`config.mk`:
```
export PLATFORM = sky130hd
export DESIGN_NAME = ps2_joypad
export DESIGN_NICKNAME = d
export VERILOG_FILES = /design/src/rtl/ps2_pkg.sv /design/src/rtl/ps2_rx.sv /design/src/rtl/ps2_joypad.sv
export SDC_FILE = /design/constraint.sdc
export NUM_CORES = 1
export LEC_CHECK = 0
export CORE_MARGIN = 4
export CORE_UTILIZATION = 58
export CTS_CLUSTER_DIAMETER = 30
export DETAILED_ROUTE_END_ITERATION = 10
export GPL_TIMING_DRIVEN = 1
export PLACE_DENSITY = 0.83
export SLEW_MARGIN = 0
export SYNTH_ARGS = -nofsm -noshare
export SYNTH_HDL_FRONTEND = slang
export SYNTH_SLANG_ARGS = --single-unit
```
`constraint.sdc`:
```
create_clock -name clk_in -period 2.8 [get_ports clk_in]
set_input_delay 0.56 -clock clk_in [delete_from_list [all_inputs] [get_ports clk_in]]
set_output_delay 0.56 -clock clk_in [all_outputs]
set_load 0.02 [all_outputs]
```
`src/rtl/ps2_pkg.sv`:
```
// Shared definitions for the PS/2 joypad: receiver FSM states, prefix bytes,
// button scancodes and small helpers used by the receiver and the decoder.
package ps2_pkg;

  typedef enum logic [1:0] {
    ST_IDLE   = 2'd0,
    ST_DATA   = 2'd1,
    ST_PARITY = 2'd2,
    ST_STOP   = 2'd3
  } rx_state_e;

  localparam logic [7:0] CODE_BREAK = 8'hF0;
  localparam logic [7:0] CODE_EXT0  = 8'hE0;
  localparam logic [7:0] CODE_EXT1  = 8'hE1;

  localparam logic [7:0] CODE_UP     = 8'h75;
  localparam logic [7:0] CODE_DOWN   = 8'h72;
  localparam logic [7:0] CODE_LEFT   = 8'h6B;
  localparam logic [7:0] CODE_RIGHT  = 8'h74;
  localparam logic [7:0] CODE_A      = 8'h22;
  localparam logic [7:0] CODE_B      = 8'h1A;
  localparam logic [7:0] CODE_SELECT = 8'h0D;
  localparam logic [7:0] CODE_START  = 8'h5A;

  // Button vector order: {up, down, left, right, A, B, select, start}
  function automatic logic [7:0] key_mask(input logic [7:0] code);
    logic [7:0] m;
    m = 8'h00;
    case (code)
      CODE_UP:     m = 8'b1000_0000;
      CODE_DOWN:   m = 8'b0100_0000;
      CODE_LEFT:   m = 8'b0010_0000;
      CODE_RIGHT:  m = 8'b0001_0000;
      CODE_A:      m = 8'b0000_1000;
      CODE_B:      m = 8'b0000_0100;
      CODE_SELECT: m = 8'b0000_0010;
      CODE_START:  m = 8'b0000_0001;
      default:     m = 8'h00;
    endcase
    return m;
  endfunction

  function automatic logic odd_parity_ok(input logic [7:0] data, input logic par);
    return ^{data, par};
  endfunction

endpackage

```
`src/rtl/ps2_rx.sv`:
```
// PS/2 frame receiver: synchronises and glitch-filters the device lines,
// deserialises start/8 data/parity/stop frames and aborts stalled frames.
module ps2_rx
  import ps2_pkg::*;
#(
  parameter int FILTER_LEN     = 8,
  parameter int TIMEOUT_CYCLES = 100000
) (
  input  logic       clk_i,
  input  logic       rst_i,
  input  logic       ps2_clk_i,
  input  logic       ps2_data_i,
  output logic [7:0] byte_o,
  output logic       byte_valid_o,
  output logic       frame_err_o,
  output rx_state_e  state_o
);

  localparam int FW = $clog2(FILTER_LEN + 1);
  localparam int TW = $clog2(TIMEOUT_CYCLES + 1);
  localparam logic [FW-1:0] FILT_MAX = FW'(FILTER_LEN - 1);
  localparam logic [TW-1:0] TO_MAX   = TW'(TIMEOUT_CYCLES - 1);

  logic [1:0]    clk_sync_q, data_sync_q;
  logic          filt_q, filt_prev_q;
  logic [FW-1:0] filt_cnt_q;
  rx_state_e     state_q, state_d;
  logic [2:0]    bit_cnt_q, bit_cnt_d;
  logic [7:0]    shift_q, shift_d;
  logic          parity_q, parity_d;
  logic [TW-1:0] to_cnt_q, to_cnt_d;
  logic [7:0]    byte_q, byte_d;
  logic          byte_valid_q, byte_valid_d;
  logic          err_q, err_d;
  logic          fall, din;

  // Filtered clock flips only after FILTER_LEN consecutive samples disagree with it.
  always_ff @(posedge clk_i) begin
    if (rst_i) begin
      clk_sync_q  <= 2'b11;
      data_sync_q <= 2'b11;
      filt_q      <= 1'b1;
      filt_prev_q <= 1'b1;
      filt_cnt_q  <= '0;
    end else begin
      clk_sync_q  <= {clk_sync_q[0], ps2_clk_i};
      data_sync_q <= {data_sync_q[0], ps2_data_i};
      filt_prev_q <= filt_q;
      if (clk_sync_q[1] == filt_q) begin
        filt_cnt_q <= '0;
      end else if (filt_cnt_q == FILT_MAX) begin
        filt_q     <= clk_sync_q[1];
        filt_cnt_q <= '0;
      end else begin
        filt_cnt_q <= filt_cnt_q + 1'b1;
      end
    end
  end

  assign fall = filt_prev_q & ~filt_q;
  assign din  = data_sync_q[1];

  always_comb begin
    state_d      = state_q;
    bit_cnt_d    = bit_cnt_q;
    shift_d      = shift_q;
    parity_d     = parity_q;
    to_cnt_d     = to_cnt_q;
    byte_d       = byte_q;
    byte_valid_d = 1'b0;
    err_d        = 1'b0;
    if (fall) begin
      to_cnt_d = '0;
      case (state_q)
        ST_IDLE: begin
          if (!din) begin
            state_d   = ST_DATA;
            bit_cnt_d = 3'd0;
          end
        end
        ST_DATA: begin
          shift_d   = {din, shift_q[7:1]};
          bit_cnt_d = bit_cnt_q + 3'd1;
          if (bit_cnt_q == 3'd7) state_d = ST_PARITY;
        end
        ST_PARITY: begin
          parity_d = din;
          state_d  = ST_STOP;
        end
        default: begin
          state_d = ST_IDLE;
          if (din && odd_parity_ok(shift_q, parity_q)) begin
            byte_d       = shift_q;
            byte_valid_d = 1'b1;
          end else begin
            err_d = 1'b1;
          end
        end
      endcase
    end else if (to_cnt_q == TO_MAX) begin
      // Saturates in IDLE; a stalled partial frame is abandoned.
      if (state_q != ST_IDLE) begin
        state_d  = ST_IDLE;
        err_d    = 1'b1;
        to_cnt_d = '0;
      end
    end else begin
      to_cnt_d = to_cnt_q + 1'b1;
    end
  end

  always_ff @(posedge clk_i) begin
    if (rst_i) begin
      state_q      <= ST_IDLE;
      bit_cnt_q    <= '0;
      shift_q      <= '0;
      parity_q     <= 1'b0;
      to_cnt_q     <= '0;
      byte_q       <= '0;
      byte_valid_q <= 1'b0;
      err_q        <= 1'b0;
    end else begin
      state_q      <= state_d;
      bit_cnt_q    <= bit_cnt_d;
      shift_q      <= shift_d;
      parity_q     <= parity_d;
      to_cnt_q     <= to_cnt_d;
      byte_q       <= byte_d;
      byte_valid_q <= byte_valid_d;
      err_q        <= err_d;
    end
  end

  // byte_valid_o is a one-cycle valid with no ready: the consumer must take
  // byte_o in that cycle. frame_err_o is likewise a one-cycle pulse.
  assign byte_o       = byte_q;
  assign byte_valid_o = byte_valid_q;
  assign frame_err_o  = err_q;
  assign state_o      = state_q;

endmodule

```
`src/rtl/ps2_joypad.sv`:
```
// PS/2 keyboard to joypad: receives scancodes, tracks break/extended
// prefixes and holds eight button levels driven by make/break codes.
module ps2_joypad
  import ps2_pkg::*;
#(
  parameter int FILTER_LEN     = 8,
  parameter int TIMEOUT_CYCLES = 100000
) (
  input  logic       clk_in,
  input  logic       rst_in,
  input  logic       ps2_clk,
  input  logic       ps2_data,
  output logic       up,
  output logic       down,
  output logic       left,
  output logic       right,
  output logic       A,
  output logic       B,
  output logic       select,
  output logic       start,
  output logic       key_valid,
  output logic [7:0] key_code,
  output logic       frame_err,
  output logic [1:0] dbg_state_o
);

  logic [7:0] rx_byte;
  logic       rx_valid, rx_err;
  rx_state_e  rx_state;

  logic [7:0] btn_q, btn_d, code_q, code_d, mask;
  logic       kv_q, kv_d, brk_q, brk_d, ext_q, ext_d;

  ps2_rx #(
    .FILTER_LEN     (FILTER_LEN),
    .TIMEOUT_CYCLES (TIMEOUT_CYCLES)
  ) u_rx (
    .clk_i        (clk_in),
    .rst_i        (rst_in),
    .ps2_clk_i    (ps2_clk),
    .ps2_data_i   (ps2_data),
    .byte_o       (rx_byte),
    .byte_valid_o (rx_valid),
    .frame_err_o  (rx_err),
    .state_o      (rx_state)
  );

  assign mask = key_mask(rx_byte);

  always_comb begin
    btn_d  = btn_q;
    code_d = code_q;
    kv_d   = 1'b0;
    brk_d  = brk_q;
    ext_d  = ext_q;
    if (rx_err) begin
      brk_d = 1'b0;
      ext_d = 1'b0;
    end else if (rx_valid) begin
      if (rx_byte == CODE_BREAK) begin
        brk_d = 1'b1;
      end else if (rx_byte == CODE_EXT0 || rx_byte == CODE_EXT1) begin
        ext_d = 1'b1;
      end else begin
        kv_d   = 1'b1;
        code_d = rx_byte;
        btn_d  = brk_q ? (btn_q & ~mask) : (btn_q | mask);
        brk_d  = 1'b0;
        ext_d  = 1'b0;
      end
    end
  end

  always_ff @(posedge clk_in) begin
    if (rst_in) begin
      btn_q  <= '0;
      code_q <= '0;
      kv_q   <= 1'b0;
      brk_q  <= 1'b0;
      ext_q  <= 1'b0;
    end else begin
      btn_q  <= btn_d;
      code_q <= code_d;
      kv_q   <= kv_d;
      brk_q  <= brk_d;
      ext_q  <= ext_d;
    end
  end

  assign {up, down, left, right, A, B, select, start} = btn_q;
  assign key_valid   = kv_q;
  assign key_code    = code_q;
  assign frame_err   = rx_err;
  assign dbg_state_o = rx_state;

endmodule

```
==> run metrics, run 1 <==
status=finished, final reports clean; Worst Max-Slew Pin Slew=683.3 ps; register area=0.001381 sq mm; layout cells sized above 1=8.815%; RSZ-0062 raised after global routing=false; Critical Path Fanout Max=12; yosys warns=0; Critical Path Sink Type=register; relative slew slack=54.03%; Vias/cell=5.667; Worst Hold Endpoint=u_rx.clk_sync_q[1]; CP Launch Type=register; H-Tree Depth=3; grt ovf=0; Post-Syn Area=0.003127 sq mm; DRT Pass-1 Iters=4; Die H=81.43 um; Post-CTS Setup Bufs=0; I/O pin cnt=24; pwr/cell area=500.0 mW/mm^2; Row Count=26; first-pass GRT wire length=10470 um; Synth top area share=44.18%; # clock sinks=69; Clock Skews=7.085 ps; fillers=384; worst reg-to-reg path cell count=4; Fin Setup TNS=0 ps; Avg Cell Area, Syn=9.362 sq um; sequential share of the synthesized area=44.18%; most frequent cell after synthesis=dfxtp_1; syn_nets=347; Most Crowded Layer GR=met2; delay-heaviest family, CP=simple AND/OR/NAND/NOR gates; Max Slew Vio Count=0; Yosys top cell by area=dfxtp_1; Post-Route WL=5934 um; Power Total=1.809 mW; largest net degree at the start of global routing=31; ys async rst share=0%; Reg clk slew, reported paths=70 ps; slowest CP cell=or4_4; maxcap violations=0; Area Growth Syn to Fin=15.69%; worst hold stages=1; Avg WL per Cell=13.70 um; DR vias=2454; final hold viol count=0; worst-case vdd ir drop=0.0004482 V; Core Area=0.005172 sq mm; Post-synth EDFFs=0; post-synthesis cell type count=47; clock latency on the worst-skew pair=330 ps; DRT antenna net count=0; part of the cycle the worst path needs=78.24%; Final setup viols=0; CTS Root Cell=clkbuf_8; number of diodes=0; Synth Register Bits=69; Die Area=0.006630 sq mm; r2r endpoint=u_rx.frame_err_o; number of port buffers=23; CTS resizes=0; path type of the worst min-delay path=reg2reg; global-route usage over all layers=20.56%; R2R setup slack=610 ps; cells along the critical path=or4b_1 > or4_4 > or3_1 > a311oi_1; Worst Path Buf+Inv=0; Starting Density=60.45%; Final Critical Period=2191 ps; met1 Use GR=25.36%; antenna violations before repair=0; vias in the first global route=2300; leakage power=1.283 nW; area of the multi-input gates=0.001669 sq mm; fmax=0.4565 GHz; CTS Buf Count=9; TritonCTS clock tree=yes; hold_buf cts=0; commonest cells in the netlist=69 x dfxtp_1, 35 x nor2_1, 28 x mux2i_1; Die Width=81.43 um; DR iter-0 viols=111; hpwl dp=4151 um; met2 Use GR=34.12%; synth top area cells=dfxtp_1 44%, mux2i_1 9.0%, nor2_1 4.2%, nand2b_1 4.0%, ha_1 3.6%; Nets=371; Routability Congestion=0.8277; Post-synth top flop=dfxtp_1; M3 GR Usage=6.031%; WP data required=3050 ps; WP data arrival=2440 ps; synthesized netlist cell count=334; reg2reg start=u_rx.to_cnt_q[12]; Max Buffers Root-to-Sink=2; DRC errors left=0; Hold Crit Start=u_rx.clk_sync_q[0]; peak per-stage delay on the critical path=620 ps; Setup CP Type=reg2reg
## where the power goes
| part | internal (mW) | switching (mW) |
|---|---|---|
| clock network | 0.433 | 0.342 |
| registers | 0.988 | 0.00755 |
| logic | 0.0168 | 0.0204 |
## cells by family after synthesis
kind of cell               Yosys count  synth area share (%)
AOI/OAI and AO/OA                   43                 8.604
xor gates and xnor gates            15                 5.082
adders and majority gates            9                 3.602
buffers and inverters               20                 2.441
DFF                                 69                 44.18
muxes                               29                 9.404
and+or+nand+nor                    149                 26.69
## stage by stage
stage	area [sq um]	cells	setup slack, ps	util (%)	hold slack, ps
after detailed placement	3425	417	619.5	66.21	401.7
after global routing	3617	433	402.6	69.93	432.0
after CTS	3617	433	599.2	69.93	421.4
after global placement	3425	417	652.4	66.21	391.5
final	3617	433	609.2	69.93	416.3
after floorplan	3127	334	744.9	-	389.5
## final cells by class
class	count	share of cell area, %
Clock inverter	4	1.314
Clock buffer	12	4.012
Inverter	5	0.5189
Tap cell	70	2.421
Sequential cell	69	38.19
Multi-Input combinational cell	245	46.14
Timing Repair Buffer	28	7.402
## layer usage
| layer | up-vias | share of wire, % |
|---|---|---|
| met4 | 0 | 1.7 |
| met3 | 10 | 4.1 |
| met1 | 1141 | 47 |
| met2 | 54 | 48 |
| met5 | - | 0 |
| li1 | 1249 | - |
## cell usage in the layout (no fill, tap or decap), types with 7 or more instances in the layout
| cell type | instances |
|---|---|
| nor2_1 | 35 |
| nand2_1 | 11 |
| nand2b_1 | 20 |
| clkdlybuf4s50_1 | 23 |
| dfxtp_1 | 69 |
| mux2i_1 | 28 |
| or2_2 | 11 |
| o21ai_0 | 7 |
| xnor2_1 | 8 |
| or3_1 | 10 |
| nand3_1 | 12 |
| clkbuf_8 | 10 |
| nand4_1 | 14 |
| ha_1 | 9 |
| a21oi_1 | 18 |
## how the worst max path moves through the flow
stage | end | from | cells past startpoint
5_1_grt | u_rx.to_cnt_q[0] | u_rx.to_cnt_q[0] | 5
3_5_place_dp | u_rx.frame_err_o | u_rx.to_cnt_q[12] | 4
3_3_place_gp | u_rx.frame_err_o | u_rx.to_cnt_q[12] | 4
4_1_cts | u_rx.to_cnt_q[0] | u_rx.to_cnt_q[12] | 4
6_report | u_rx.frame_err_o | u_rx.to_cnt_q[12] | 4
2_1_floorplan | u_rx.state_o[0] | u_rx.to_cnt_q[12] | 5
No activity file was read; power rests on OpenSTA's default activity.
==> inputs of run 2 (changes only) <==
--- a/config.mk
+++ b/config.mk
@@ -6,11 +6,11 @@
 export NUM_CORES = 1
 export LEC_CHECK = 0
 export CORE_MARGIN = 4
-export CORE_UTILIZATION = 58
+export CORE_UTILIZATION = 52
 export CTS_CLUSTER_DIAMETER = 30
 export DETAILED_ROUTE_END_ITERATION = 10
 export GPL_TIMING_DRIVEN = 1
-export PLACE_DENSITY = 0.83
+export PLACE_DENSITY = 0.79
 export SLEW_MARGIN = 0
 export SYNTH_ARGS = -nofsm -noshare
 export SYNTH_HDL_FRONTEND = slang
==> constraint.sdc (replaced) <==
create_clock -name clk_in -period 1.87 [get_ports clk_in]
set_input_delay 0.374 -clock clk_in [delete_from_list [all_inputs] [get_ports clk_in]]
set_output_delay 0.374 -clock clk_in [all_outputs]
set_load 0.02 [all_outputs]
==> run metrics, run 2 (synthesis results as in run 1) <==
CP Launch Type=register; Fin Hold WS=410.2 ps (-6.041 ps); leakage power=1.463 nW (+14%); CTS Root Cell=clkbuf_8; commonest non-fill, non-tap cell in the layout=dfxtp_1; Nets=395 (+6.5%); hpwl dp=4513 um (+8.7%); CTS Buf Count=9 (unchanged); Max Slew Vio Count=0 (unchanged); status=finished, violations left; Avg WL per Cell=13.93 um (+1.7%); grt ovf=0 (unchanged); Critical Path Sink Type=register; top layer in use=met4; Routability Congestion=0.8520 (+2.9%); failing checks=negative setup slack; Core Area=0.005675 sq mm (+9.7%); WP data arrival=2310 ps (-130 ps); Reg power frac=50.9% (-4.2 points); hold_buf cts=0 (unchanged); Hold Crit Start=u_rx.clk_sync_q[0]; Clk pwr share=46.5% (+3.6 points); largest net degree at the start of global routing=48 (+55%); Area Growth Syn to Fin=24.33%; combinational cell fraction of total power=2.5% (+0.4 points); final hold viol count=0 (unchanged); TritonCTS clock tree=yes; clock latency on the worst-skew pair=340 ps (about the same); DRC errors left=0 (unchanged); DRT antenna net count=0 (unchanged); Starting Density=55.09% (-5.4 points); DR WL met2=2986 um (+5.7%); Cell Area, Placed=0.003621 sq mm (+5.7%); routed wl met3=323 um (+31%); number of port buffers=23 (unchanged); global-route usage over all layers=18.55% (-2.0 points); RSZ-0062 raised after global routing=true; Clock Skews=8.667 ps (+1.582 ps); pwr/cell area=749.8 mW/mm^2 (+50%); fmax=0.4849 GHz (+6.2%); I/O pin cnt=24 (unchanged); Row Count=27 (+3.8%); Design Area, Final=0.003887 sq mm (+7.5%); part of the cycle the worst path needs=110.3% (+32 points); crit path from=u_rx.to_cnt_q[5]; WP data required=2120 ps (-930 ps); path type of the worst min-delay path=reg2reg; Die Area=0.007318 sq mm (+10%); Int Power=2.334 mW (+62%); Vias/cell=5.606 (-1.1%); Final setup viols=10 (+10); worst-case vdd ir drop=0.0004817 V (+7.5%); DR iter-0 viols=153 (+38%); Setup WS post-layout=-192.1 ps (-801.4 ps); DRT Pass-1 Iters=4 (unchanged); switching fraction of total power=19.92% (-0.56 points); DR vias=2573 (+4.8%); vias in the first global route=2483 (+8.0%); Worst Max-Slew Pin Slew=420.5 ps (-262.8 ps); # clock sinks=69 (unchanged); WL met1=3009 um (+9.0%); Final Critical Period=2062 ps (-128.6 ps); Critical Path Fanout Max=4 (-8); Post-Route WL=6396 um (+7.8%); Die Width=85.55 um (+5.1%); Setup CP Type=reg2reg; antenna violations before repair=0 (unchanged); layout cells sized above 1=16.80% (+8.0 points); most frequent cells in the layout=67 x dfxtp_1, 34 x nor2_1, 28 x mux2i_1, 28 x buf_4, 21 x clkdlybuf4s50_1; number of diodes=0 (unchanged); maxcap violations=0 (unchanged); Post-CTS Setup Bufs=0 (unchanged); Psw=580.8 uW (+57%); Reg clk slew, reported paths=70 ps (about the same); H-Tree Depth=3 (unchanged); first-pass GRT wire length=11020 um (+5.2%); Max Buffers Root-to-Sink=2 (unchanged); reg2reg start=u_rx.to_cnt_q[5]; Die H=85.55 um (+5.1%); relative slew slack=71.90% (+18 points)
==> run 2: cell types whose count changed in the layout (fill, tap and decap cells not counted), moves of 2 or more <==
cell,previous run,this run
o311ai_0,2,0
dfxtp_1,69,67
or4b_1,2,0
or4b_4,0,2
clkdlybuf4s50_1,23,21
dfxtp_2,0,2
buf_4,5,28
==> run 2: routing by layer <==
layer  vias up  track usage [%]
met5         -                0
met4         0            6.475
met2        67            30.23
met3         7            6.244
li1       1293                -
met1      1206            22.91
==> run 2: final timing paths <==
kind | to | slack, ps | depth (start not counted)
worst max-delay path | u_rx.frame_err_o | -190 | 4
worst min-delay path | u_rx.clk_sync_q[1] | 410 | 1
worst max register to register | u_rx.frame_err_o | -190 | 4
worst min register to register | u_rx.clk_sync_q[1] | 410 | 1
==> run 2: critical path, cell delays in order, from the launching register on <==
cell,delay [ps]
dfxtp_1,310
or4b_4,530
or4_4,550
or3_1,330
a311oi_1,240
==> run 2: cell type report <==
type / instances / area [sq um]
clock buffer: 12 / 155.1
clock inverter: 4 / 70.07
fill: 434 / 1788
inverter: 5 / 18.77
multi-input combinational: 245 / 1708
sequential: 69 / 1384
tap: 72 / 90.09
timing repair buffer: 52 / 461.7
==> run 2: what timing repair did <==
action                                  in CTS  in global routing
resized for setup                            8                  2
endpoints found under the setup margin      12                 13
pin swaps                                    3                  1
==> run 2: stage by stage <==
stage / TNS, ps / power [mW] / utilization (%) / instances / setup WS (ps)
after detailed placement: -1445 / 1.592 / 63.80 / 443 / -218.3
after CTS: -711.2 / 2.940 / 68.39 / 459 / -165.2
after global routing: -1724 / 3.018 / 68.50 / 459 / -244.1
after floorplan: -407.8 / 1.561 / - / 334 / -112.6
after global placement: -979.4 / 1.590 / 63.80 / 443 / -185.3
final: -909.3 / 2.915 / 68.50 / 459 / -192.1
==> run 2: power by group through the flow <==
| stage | clock network (mW) | registers [mW] | logic, mW |
|---|---|---|---|
| after floorplan | 0 | 1.52 | 0.0400 |
| after global placement | 0 | 1.52 | 0.0716 |
| after detailed placement | 0 | 1.52 | 0.0727 |
| after CTS | 1.38 | 1.49 | 0.0731 |
| after global routing | 1.45 | 1.49 | 0.0815 |
| final | 1.36 | 1.49 | 0.0731 |
==> inputs of run 3 (changes only) <==
--- a/config.mk
+++ b/config.mk
@@ -5,8 +5,9 @@
 export SDC_FILE = /design/constraint.sdc
 export NUM_CORES = 1
 export LEC_CHECK = 0
-export CORE_MARGIN = 4
+export CORE_MARGIN = 5
 export CORE_UTILIZATION = 52
+export CTS_BUF_LIST = sky130_fd_sc_hd__clkbuf_4 sky130_fd_sc_hd__clkbuf_8 sky130_fd_sc_hd__clkbuf_16
 export CTS_CLUSTER_DIAMETER = 30
 export DETAILED_ROUTE_END_ITERATION = 10
 export GPL_TIMING_DRIVEN = 1
==> run metrics, run 3 (synthesis results as in run 1) <==
peak per-stage delay on the critical path=560 ps (about the same); Worst Path Buf+Inv=0 (unchanged); number of diodes=0 (unchanged); Area Growth Syn to Fin=24.41% (about the same); H-Tree Depth=3 (unchanged); delay-heaviest family, CP=simple AND/OR/NAND/NOR gates; status=finished, violations left; number of port buffers=23 (unchanged); Die H=87.55 um (+2.3%); Critical Path Fanout Max=4 (unchanged); most frequent cells in the layout=65 x dfxtp_1, 34 x nor2_1, 28 x mux2i_1, 28 x buf_4, 21 x clkdlybuf4s50_1; fillers=486 (+12%); CTS Root Cell=clkbuf_8; Nets=395 (unchanged); commonest non-fill, non-tap cell in the layout=dfxtp_1; Starting Density=53.13% (-2.0 points); DR vias=2566 (-0.27%); Setup WS post-layout=-188.0 ps (+4.114 ps); DR iter-0 viols=136 (-11%); failing checks=negative setup slack; Die Area=0.007664 sq mm (+4.7%); Max Buffers Root-to-Sink=2 (unchanged); # clock sinks=69 (unchanged); hpwl dp=4560 um (+1.0%); Clock Skews=8.431 ps (-0.2360 ps); Core Area=0.005886 sq mm (+3.7%); clock latency on the worst-skew pair=340 ps (about the same); Critical Path Sink Type=register; worst-case vdd ir drop=0.0005368 V (+11%); Worst Max-Slew Pin Slew=419.3 ps (-1.199 ps); utilization after layout=66.09% (-2.4 points); TritonCTS clock tree=yes; part of the cycle the worst path needs=110.1% (-0.22 points); WP data arrival=2320 ps (about the same); I/O pin cnt=24 (unchanged); Avg WL per Cell=13.95 um (+0.11%); Max Slew Vio Count=0 (unchanged); slowest CP cell=or4_4; leakage power=1.458 nW (-0.35%); Fin Hold WS=420.2 ps (+10.03 ps); WP data required=2130 ps (about the same); DRC errors left=0 (unchanged); Final setup viols=11 (+1); maxcap violations=0 (unchanged); cells along the critical path=or4b_4 > or4_4 > or3_1 > a311oi_1; fmax=0.4859 GHz (+0.20%); RSZ-0062 raised after global routing=true; final hold viol count=0 (unchanged); layout cells sized above 1=17.31% (+0.52 points); Final Critical Period=2058 ps (-4.114 ps); Routability Congestion=0.8510 (-0.12%); R2R setup slack=-190 ps (about the same); CP Launch Type=register; first-pass GRT wire length=11120 um (+0.87%); DRT Pass-1 Iters=4 (unchanged); Setup CP Type=reg2reg; relative slew slack=71.98% (+0.080 points); antenna violations before repair=0 (unchanged); Row Count=28 (+3.7%); CTS Buf Count=9 (unchanged); pwr/cell area=745.1 mW/mm^2 (-0.63%); grt ovf=0 (unchanged); Post-CTS Setup Bufs=0 (unchanged); Vias/cell=5.554 (-0.92%); path type of the worst min-delay path=reg2reg; Die Width=87.55 um (+2.3%); Post-Route WL=6445 um (+0.77%); largest net degree at the start of global routing=35 (-27%); Reg clk slew, reported paths=70 ps (about the same); DRT antenna net count=0 (unchanged); global-route usage over all layers=18.41% (-0.14 points); vias in the first global route=2516 (+1.3%)
==> run 3: layout make-up <==
class	count	area (sq um)	share of cell area, %
Clock buffer	10	137.6	3.538
Clock inverter	6	86.33	2.219
Multi-Input combinational cell	245	1714	44.07
Timing Repair Buffer	52	452.9	11.64
Tap cell	75	93.84	2.412
Inverter	5	18.77	0.4825
Sequential cell	69	1386	35.64
==> run 3: worst paths after layout <==
check,from,endpoint,cells past startpoint
worst min register to register,u_rx.clk_sync_q[0],u_rx.clk_sync_q[1],1
worst max register to register,u_rx.to_cnt_q[6],u_rx.frame_err_o,4
worst min-delay path,u_rx.clk_sync_q[0],u_rx.clk_sync_q[1],1
worst max-delay path,u_rx.to_cnt_q[6],u_rx.frame_err_o,4
==> run 3: metrics by stage <==
step	total power [mW]	setup slack (ps)	instance area (sq um)	setup TNS (ps)	cells
4_1_cts	2.926	-176.2	3869	-874.0	462
2_1_floorplan	1.561	-112.6	3128	-407.8	334
3_3_place_gp	1.588	-198.0	3612	-977.3	446
3_5_place_dp	1.590	-244.5	3612	-1718	446
6_report	2.898	-188.0	3890	-964.3	462
5_1_grt	3.005	-268.7	3890	-1656	462
==> run 3: power breakdown <==
part	leakage [nW]	internal [mW]	switching, mW
registers	0.559	1.48	0.00615
clock network	0.112	0.784	0.559
logic	0.786	0.0335	0.0368
==> run 3: timing repair <==
action	CTS	global route
endpoints found under the setup margin	12	13
pin swaps	2	2
resized for setup	7	6
hold buffers	0	0
==> run 3: layer usage <==
layer  vias up  global-route usage, %  routed length, um
met2        56                  32.60               3116
met4         0                  7.671                 89
li1       1297                      -                  -
met5         -                      0                  0
met3        11                  3.857                309
met1      1202                  21.50               2929
